$ cat src/rtl/ntt_butterfly_param.sv
// ntt_butterfly_param: pipelined CT/GS NTT butterfly with Montgomery multiply, latency MONT_STAGES+2.
// Define NTT_BF_HALVE_EN to add the halve input (GS outputs scaled by 2^-1 mod Q).
module ntt_butterfly_param #(
  parameter int WIDTH = 16,
  parameter int Q = 12289,
  parameter int R_BITS = 18,
  parameter int QINV = 12287,
  parameter int MONT_STAGES = 3
) (
  input  logic             clk,
  input  logic             reset,
  input  logic             en,
  input  logic             in_valid,
  input  logic             mode,
`ifdef NTT_BF_HALVE_EN
  input  logic             halve,
`endif
  input  logic [WIDTH-1:0] ina,
  input  logic [WIDTH-1:0] inb,
  input  logic [WIDTH-1:0] omega,
  output logic [WIDTH-1:0] outa,
  output logic [WIDTH-1:0] outb,
  output logic             out_valid
);
  localparam int MS = MONT_STAGES;
  localparam int W1 = WIDTH + 1;
  localparam int PW = 2 * WIDTH;
  localparam int SW = PW + R_BITS + 1;
  localparam int TW = SW - R_BITS;
  localparam logic [W1-1:0] QW = W1'(Q);
  localparam logic [SW-1:0] QS = SW'(Q);
  localparam logic [TW-1:0] QT = TW'(Q);
  localparam logic [R_BITS-1:0] QI = R_BITS'(QINV);
  function automatic logic [WIDTH-1:0] add_q(input logic [WIDTH-1:0] a, input logic [WIDTH-1:0] b);
    logic [W1-1:0] s;
    s = {1'b0, a} + {1'b0, b};
    return WIDTH'(s >= QW ? s - QW : s);
  endfunction
  function automatic logic [WIDTH-1:0] sub_q(input logic [WIDTH-1:0] a, input logic [WIDTH-1:0] b);
    logic [W1-1:0] d;
    d = {1'b0, a} - {1'b0, b};
    return WIDTH'(d[WIDTH] ? d + QW : d);
  endfunction
`ifdef NTT_BF_HALVE_EN
  function automatic logic [WIDTH-1:0] half(input logic [WIDTH-1:0] x);
    return x[0] ? WIDTH'(({1'b0, x} + QW) >> 1) : x >> 1;
  endfunction
  logic h0;
  logic h_s [MS];
`endif
  logic [WIDTH-1:0] a0, b0, w0;
  logic m0, v0;
  logic [PW-1:0] x_s [MS];
  logic [R_BITS-1:0] u_s [MS-1];
  logic [WIDTH-1:0] c_s [MS];
  logic m_s [MS];
  logic v_s [MS];
  logic [WIDTH-1:0] mop, cin, t, ra, rb;
  logic [TW-1:0] tw;
  // GS does its add/sub ahead of the multiplier; c_s carries a (CT) or a+b (GS) alongside the product
  always_comb begin
    mop = m0 ? sub_q(a0, b0) : b0;
    cin = m0 ? add_q(a0, b0) : a0;
    tw = TW'((SW'(x_s[MS-1]) + SW'(u_s[MS-2]) * QS) >> R_BITS);
    t = WIDTH'(tw >= QT ? tw - QT : tw);
    ra = m_s[MS-1] ? c_s[MS-1] : add_q(c_s[MS-1], t);
    rb = m_s[MS-1] ? t : sub_q(c_s[MS-1], t);
`ifdef NTT_BF_HALVE_EN
    if (m_s[MS-1] && h_s[MS-1]) begin
      ra = half(ra);
      rb = half(rb);
    end
`endif
  end
  always_ff @(posedge clk) begin
    if (reset) begin
      v0 <= 1'b0;
      for (int i = 0; i < MS; i++) v_s[i] <= 1'b0;
      out_valid <= 1'b0;
      outa <= '0;
      outb <= '0;
    end else if (en) begin
      a0 <= ina;
      b0 <= inb;
      w0 <= omega;
      m0 <= mode;
      v0 <= in_valid;
      x_s[0] <= PW'(mop) * PW'(w0);
      c_s[0] <= cin;
      m_s[0] <= m0;
      v_s[0] <= v0;
      u_s[0] <= x_s[0][R_BITS-1:0] * QI;
      for (int i = 1; i < MS; i++) begin
        x_s[i] <= x_s[i-1];
        c_s[i] <= c_s[i-1];
        m_s[i] <= m_s[i-1];
        v_s[i] <= v_s[i-1];
      end
      for (int i = 1; i < MS - 1; i++) u_s[i] <= u_s[i-1];
`ifdef NTT_BF_HALVE_EN
      h0 <= halve;
      h_s[0] <= h0;
      for (int i = 1; i < MS; i++) h_s[i] <= h_s[i-1];
`endif
      outa <= ra;
      outb <= rb;
      out_valid <= v_s[MS-1];
    end
  end
endmodule

$ cat config.mk
export PLATFORM = sky130hd
export DESIGN_NAME = ntt_butterfly_param
export DESIGN_NICKNAME = d
export VERILOG_FILES = /design/src/rtl/ntt_butterfly_param.sv
export SDC_FILE = /design/constraint.sdc
export NUM_CORES = 1
export LEC_CHECK = 0
export CAP_MARGIN = 20
export CORE_MARGIN = 5
export CORE_UTILIZATION = 33
export DETAILED_ROUTE_END_ITERATION = 6
export PLACE_DENSITY = 0.47
export SLEW_MARGIN = 20
export SYNTH_ARGS = -nofsm -noshare
export SYNTH_HDL_FRONTEND = slang
export SYNTH_SLANG_ARGS = --single-unit
$ cat constraint.sdc
create_clock -name clk -period 12.7 [get_ports clk]
set_clock_uncertainty 0.1 [all_clocks]
set_input_delay 1.27 -clock clk [delete_from_list [all_inputs] [get_ports clk]]
set_output_delay 1.27 -clock clk [all_outputs]
set_load 0.01 [all_outputs]
# After elaboration in Yosys (flattened, before gate mapping)
# Memory sizes are Yosys's and may differ from the RTL's. A register that Yosys moved wholly into a read port is not among the register bits.
# Index checks and enable logic that the tools add are counted.
classes:
  add_sub_neg: 10
  n_mul: 3
  magnitude_cmp: 3
  mux: 17
  n_bitwise: 4
  reduce_logical: 1
op_table:
  columns: ["op", "n"]
  rows:
  - ["16-bit two-way mux", 9]
  - ["16-bit by 16-bit adder with 17-bit output", 2]
  - ["17-bit by 14-bit >= comparator with 1-bit output (second input constant)", 2]
  - ["16-bit by 16-bit subtractor with 17-bit output", 2]
  - ["32-bit by 32-bit adder with 33-bit output", 1]
  - ["16-bit by 14-bit adder with 16-bit output (second input constant)", 2]
  - ["16-bit by 16-bit multiplier with 32-bit output", 1]
  - ["18-bit by 14-bit multiplier with 32-bit output (second input constant)", 1]
  - ["16-bit by 14-bit subtractor with 16-bit output (second input constant)", 2]
  - ["18-bit by 14-bit multiplier with 18-bit output (second input constant)", 1]
  - ["15-bit by 14-bit subtractor with 16-bit output (second input constant)", 1]
  - ["15-bit by 14-bit >= comparator with 1-bit output (second input constant)", 1]
  - ["1-bit two-way mux", 8]
  - ["1-bit OR", 3]
  - ["2-bit AND reduction", 1]
  - ["1-bit NOT", 1]
totals:
  reg_bits: 82
  ramBits: 186
  in_bits: 53
  out_inout_bits: 33
  wordCells: 50
  n_memories: 5
memory_table:
  columns: ["name", "depth", "width", "rd", "rd_clocked_by_memory_dff", "write_ports", "line", "source"]
  rows:
  - ["x_s", 3, 32, 3, 0, 3, "53", "logic [PW-1:0] x_s [MS];"]
  - ["c_s", 3, 16, 3, 0, 3, "55", "logic [WIDTH-1:0] c_s [MS];"]
  - ["u_s", 2, 18, 2, 0, 2, "54", "logic [R_BITS-1:0] u_s [MS-1];"]
  - ["m_s", 3, 1, 3, 0, 3, "56", "logic m_s [MS];"]
  - ["v_s", 3, 1, 3, 1, 3, "57", "logic v_s [MS];"]

# Logic depth before layout (Yosys ltp)
# Gate-level depths: netlist of run 1.
# An unclocked memory read counts as a cell.
logic_depth:
  word_depth: 9
  depth_mapped: 39
  ltp_nobuf: 39

# Worst setup path before layout of run 1
# Ideal clock, no wire load.
synth_timing:
  path_type: "input port to flip-flop"
  from: "in reset"
  to: "reg outb[1]"
  arrival_time_ns: 9.148
  t_required_ns: 12.487
  path_slack_ns: 3.338
  stages: 5
  cell_sequence: "nand2b_1 inv_1 clkbuf_1 nand2_1 o221ai_1"
synth_lines:
  columns: ["item", "line", "source"]
  rows:
  - ["start: declaration", "11", "input logic reset,"]
  - ["end signal: assignment", "106", "outb <= rb;"]
  - ["end: declaration", "22", "output logic [WIDTH-1:0] outb,"]

==> summary.md, run 1 <==
| Metric | Value |
|---|---|
| Status | finished clean |
| # rows | 109 |
| WP data required | 12.91 ns |
| Mean Syn Cell Area | 9.94 um^2 |
| Worst-Skew Late Latency | 0.56 ns |
| Fin area | 0.0326 mm^2 |
| Compound-Gate Fraction of Synth Area | 11.8% |
| Ys flop type | edfxtp_1 |
| Largest family of logic cells by synthesized area | adder cells |
| ANT cells | 0 |
| Final setup vio count | 0 |
| Crit path time final | 10.61 ns |
| Die Footprint | 0.0949 mm^2 |
| Register area share after synthesis | 26.2% |
| CP max stage cell | a21oi_1 |
| Initial Utilization | 33.2% |
| Clk slew on worst S/H paths | 0.06 ns |
| Slew @ Worst Pin | 1.01 ns |
| RePlAce Congestion | 0.886 |
| Final Cycle Share | 83.5% |
| CP arrival | 10.82 ns |
| Xor-xnor portion of the synthesized cell area | 4.66% |
| Root Buffer | clkbuf_16 |
| Vias per inst | 4.97 |
| CP peak stage delay | 0.68 ns |
| Adder-cell area share of the yosys netlist | 36.1% |
| Chip height | 308 um |
| Num CTS Buffers | 35 |
| Htree depth | 2 |
| Antenna-violating nets left | 0 |
| WL per Instance | 17.9 um |
| Dpl hpwl | 59900 um |
| Hold WS | 0.309 ns |
| Placed inst area | 0.0314 mm^2 |
| I/O Pins | 86 |
| RSZ-0062 raised after global routing | false |
| Vias in the first global route | 21900 |
| First-pass GRT wire length | 121000 um |
| Final setup TNS | 0 ns |
| Crit path max fanout | 7 |
| Post-synth ARST share | 0% |
| WP buf/inv | 7 |
| DR iter-0 viols | 1293 |
| Antenna violations before repair | 0 |
| Max Freq | 94.3 MHz |
| Mapped Cells | 2949 |
| CTS tree | built |
| Core footprint | 0.0882 mm^2 |
| Critical Path End Type | register |
| Routed WL | 75000 um |
| Residual DRC count | 0 |
| Fillers | 8782 |
| Final nets | 3727 |
| Syn Std Cell Area | 0.0293 mm^2 |
| Slew Limit Fails | 0 |
| Number of hold violations in the final report | 0 |
| Postcts setup bufs | 0 |
| Post_cts resized | 0 |
| Layout cell share with drive strength beyond 1 | 4.58% |
| Simple-Gate Fraction of Synth Area | 13.1% |
| Drt pass-1 iters | 5 |
| Area Growth Syn to Fin | 11.2% |
| Max cap viols | 0 |
| Via count | 20900 |
| Post-synth EDFFs | 233 |
| CTS sink cnt | 267 |
| Pin count of the biggest net entering global routing | 108 |
| Distinct cells, synth | 111 |
| Seq cells post-synth | 267 |
| HP Class | register to register |
| Hold buffer count at cts | 0 |
| Grt total ovfl | 0 |
| Gr usage total | 15.9% |
| PortBufs | 85 |
| Post-synthesis mux area share | 0.495% |
| CP delay by family, top | adder cells |
| CTS Buffer Depth | 3 |
| WS Path Type | register to register |
| Critical Path Start Type | register |
| Die Width | 308 um |
| Final Util | 36.9% |
| Rel. slew slack | 32.3% |
| Syn Nets | 3668 |
| Synth warn | 0 |
-- placed cells by master (no fill, tap or decap), types with 28 or more instances in the layout --
master           instances
inv_1                  500
ha_1                   366
fa_1                   300
nand2_1                259
edfxtp_1               233
nor2_1                 156
a21oi_1                117
xnor2_1                108
and2_1                  89
clkdlybuf4s50_1         85
o21ai_0                 82
xor2_1                  46
nor3_1                  42
nand3_1                 38
clkbuf_16               36
a21o_1                  35
dfxtp_1                 34
nor2b_1                 28
-- sequential cells by signal, summed over array words and instances (netlist names) --
signal	count
out_valid	1
m_s	3
v_s	3
m0	1
c_s	48
x_s	96
a0	16
u_s	34
outb	16
b0	16
outa	16
v0	1
w0	16
-- synthesized netlist by cell type (38+ instances only) --
| master | n | area [um^2] |
|---|---|---|
| o21ai_0 | 84 | 420 |
| nand3_1 | 38 | 190 |
| inv_1 | 501 | 1880 |
| and2_1 | 89 | 557 |
| clkbuf_1 | 63 | 236 |
| fa_1 | 300 | 6010 |
| nand2_1 | 259 | 972 |
| edfxtp_1 | 233 | 7000 |
| nor2_1 | 156 | 586 |
| a21oi_1 | 117 | 586 |
| nor3_1 | 42 | 210 |
| xor2_1 | 46 | 403 |
| xnor2_1 | 108 | 946 |
| ha_1 | 366 | 4580 |
-- path summary, 6_finish.rpt --
kind	start	end	slack, ns	cells past startpoint
worst max-delay path	a0[0]$_DFFE_PP_	x_s[0][30]$_DFFE_PP_	2.09	38
worst min-delay path	x_s[0][34]$_DFFE_PP_	x_s[0][66]$_DFFE_PP_	0.31	0
worst max register to register	a0[0]$_DFFE_PP_	x_s[0][30]$_DFFE_PP_	2.09	38
worst min register to register	x_s[0][34]$_DFFE_PP_	x_s[0][66]$_DFFE_PP_	0.31	0
-- per-stage QoR --
step	setup WS, ns	instances
CTS	2.11	4199
global placement	2.26	4136
detailed placement	2.14	4136
finish	2.09	4199
floorplan	3.34	2949
global route	1.52	4199
-- layout make-up --
class | instances | area [um^2] | area share, %
clock buffer | 44 | 941 | 2.89
multi-input combinational | 2095 | 19400 | 59.5
clock inverter | 19 | 205 | 0.630
inverter | 504 | 1900 | 5.83
timing repair buffer | 105 | 1000 | 3.07
sequential | 267 | 7680 | 23.6
tap | 1165 | 1460 | 4.47
-- routing by layer --
layer  vias to the layer above  part of all wire, %  global-route usage, %
li1                      10100                    -                      -
met1                     10200                   47                   22.2
met2                       469                   46                   26.0
met3                        96                  4.5                   2.43
met4                         0                  2.7                   4.17
met5                         -                    0                      0
-- cells by family (layout without fill, tap and decap cells) --
logic type      Yosys count  after routing
simple gates            765            765
fa+ha+maj               666            666
buf+inv                 587            672
compound gates          495            495
flops                   267            267
xor+xnor                155            155
mux                      14             14
Power of run 1 is left out: the tool's default activity adds up to more than one toggle a clock period on the data nets, which glitch-free logic cannot reach.
==> inputs of run 2 (changes only) <==
- clock period: 12.7 -> 10.4 ns (I/O delays scaled with it)
==> run 2 against run 1 <==
Sequential cell count unchanged. Global-route usage decreased by 0.20 points. Final area rose by 0.32%. Largest cell class unchanged. Hold slack better by 0.0062 ns. Sequential share of layout area decreased by 0.075 points. First-iteration DRC count decreased by 2.8%. Routed wire length is 0.18% lower. Setup slack got worse by 1.5 ns. Fmax up 8.7%. Final cell count increased by 0.31%. Non-clock buffer count up 13. Die area unchanged.
==> summary.md, run 2 (synthesized netlist as in run 1, its figures left out) <==
| Metric | Value |
|---|---|
| Sequential cell area | 0.00768 mm^2 (unchanged) |
| First-pass GRT wire length | 120000 um (was 121000 um) |
| CTS sink cnt | 267 (unchanged) |
| Routed WL | 74800 um (was 75000 um) |
| Layout cell share with drive strength beyond 1 | 5.19% (was 4.58%) |
| Dpl hpwl | 60000 um (was 59900 um) |
| Critical Path End Type | register (unchanged) |
| # rows | 109 (unchanged) |
| CP arrival | 9.96 ns (was 10.82 ns) |
| Vias in the first global route | 21600 (was 21900) |
| ANT cells | 0 (unchanged) |
| WS Path Type | register to register (unchanged) |
| I/O Pins | 86 (unchanged) |
| Max Freq | 102 MHz (was 94.3 MHz) |
| Gr usage total | 15.7% (was 15.9%) |
| RePlAce Congestion | 0.896 (was 0.886) |
| Via count | 21000 (was 20900) |
| Slew @ Worst Pin | 0.988 ns (was 1.01 ns) |
| Vias per inst | 4.98 (was 4.97) |
| Worst-Skew Late Latency | 0.56 ns (about the same) |
| Rel. slew slack | 34.2% (was 32.3%) |
| Htree depth | 2 (unchanged) |
| CP delay by family, top | adder cells (unchanged) |
| Initial Utilization | 33.2% (unchanged) |
| Root Buffer | clkbuf_16 (unchanged) |
| Fillers | 8775 (was 8782) |
| DR iter-0 viols | 1257 (was 1293) |
| Core footprint | 0.0882 mm^2 (unchanged) |
| Number of hold violations in the final report | 0 (unchanged) |
| Area of the multi-input gates | 0.0195 mm^2 (was 0.0194 mm^2) |
| Die Width | 308 um (unchanged) |
| Residual DRC count | 0 (unchanged) |
| Die Footprint | 0.0949 mm^2 (unchanged) |
| Grt total ovfl | 0 (unchanged) |
| WP buf/inv | 8 (was 7) |
| Pin count of the biggest net entering global routing | 97 (was 108) |
| CTS tree | built (unchanged) |
| Slew Limit Fails | 0 (unchanged) |
| Final Cycle Share | 93.9% (was 83.5%) |
| R2r setup slk | 0.64 ns (was 2.09 ns) |
| PortBufs | 85 (unchanged) |
| CP max stage cell | fa_1 (was a21oi_1) |
| Max cap viols | 0 (unchanged) |
| Crit path max fanout | 16 (was 7) |
| Final setup TNS | 0 ns (unchanged) |
| Final setup vio count | 0 (unchanged) |
| CP peak stage delay | 0.54 ns (was 0.68 ns) |
| Max reg flops | 96 (unchanged) |
| Crit path time final | 9.76 ns (was 10.61 ns) |
| Postcts setup bufs | 0 (unchanged) |
| Critical Path Start Type | register (unchanged) |
| Commonest non-fill, non-tap cells in the layout | 500 x inv_1, 366 x ha_1, 300 x fa_1, 259 x nand2_1, 233 x edfxtp_1 (unchanged) |
| Status | finished clean (unchanged) |
| Drt pass-1 iters | 5 (unchanged) |
| Final nets | 3740 (was 3727) |
| Chip height | 308 um (unchanged) |
| CTS Buffer Depth | 3 (unchanged) |
| Clk slew on worst S/H paths | 0.06 ns (about the same) |
| Antenna-violating nets left | 0 (unchanged) |
| Biggest regs | x_s: 96 flops, c_s: 48 flops, u_s: 34 flops (unchanged) |
| Commonest non-fill, non-tap cell in the layout | inv_1 (unchanged) |
| WP data required | 10.60 ns (was 12.91 ns) |
| Antenna violations before repair | 0 (unchanged) |
| RSZ-0062 raised after global routing | false (unchanged) |
| WL per Instance | 17.8 um (was 17.9 um) |
| Num CTS Buffers | 35 (unchanged) |
| HP Class | register to register (unchanged) |
| Area Growth Syn to Fin | 11.5% (was 11.2%) |
| Largest reg by FF count | x_s (unchanged) |
==> run 2: cell count changes in the layout (fill, tap and decap cells not counted), moves of 2 or more <==
cell,previous run,this run
buf_4,20,32
a21oi_1,117,115
a21oi_2,2,4
a311oi_1,8,6
a311oi_2,1,3
clkinv_1,2,4
==> run 2: final timing paths <==
path              cells past startpoint                  from              endpoint
setup / recovery                     39       a0[0]$_DFFE_PP_  x_s[0][30]$_DFFE_PP_
hold / removal                        0  x_s[0][25]$_DFFE_PP_  x_s[0][57]$_DFFE_PP_
setup reg to reg                     39       a0[0]$_DFFE_PP_  x_s[0][30]$_DFFE_PP_
hold reg to reg                       0  x_s[0][25]$_DFFE_PP_  x_s[0][57]$_DFFE_PP_
==> run 2: repair_timing <==
item,CTS,global route
setup endpoints to repair,0,15
hold buffers,0,0
resized for setup,0,10
==> run 2: layout make-up <==
type,instances,area share (%)
Multi-Input combinational cell,2095,59.5
Sequential cell,267,23.5
Inverter,504,5.81
Tap cell,1165,4.46
Timing Repair Buffer,118,3.37
Clock buffer,42,2.76
Clock inverter,21,0.609
==> run 2: stage by stage <==
step / instance area (um^2) / worst slack (ns) / utilization (%) / hold WS [ns] / instances
6_report: 32700 / 0.638 / 37.0 / 0.315 / 4212
5_1_grt: 32700 / 0.00351 / 37.0 / 0.322 / 4212
4_1_cts: 32600 / 0.164 / 37.0 / 0.317 / 4212
3_5_place_dp: 31500 / 0.208 / 35.7 / 0.305 / 4149
3_3_place_gp: 31500 / 0.320 / 35.7 / 0.302 / 4149
2_1_floorplan: 29300 / 1.12 / - / 0.300 / 2949
==> run 2: worst register-to-register path, delay by kind of cell (launching register included) <==
kind / cells / cell delay, ns
compound gates: 13 / 2.92
xor+xnor: 2 / 0.22
fa+ha+maj: 9 / 3.94
buf+inv: 8 / 0.64
flops: 1 / 0.42
simple gates: 7 / 1.29
==> run 2: layer usage <==
metal | track usage, % | vias up | part of all wire, %
met2 | 25.3 | 538 | 46
met3 | 2.20 | 96 | 5.1
met5 | 0 | - | 0
li1 | - | 10100 | -
met4 | 4.01 | 0 | 2.5
met1 | 22.4 | 10200 | 47
Power of run 2 is left out for the same reason.
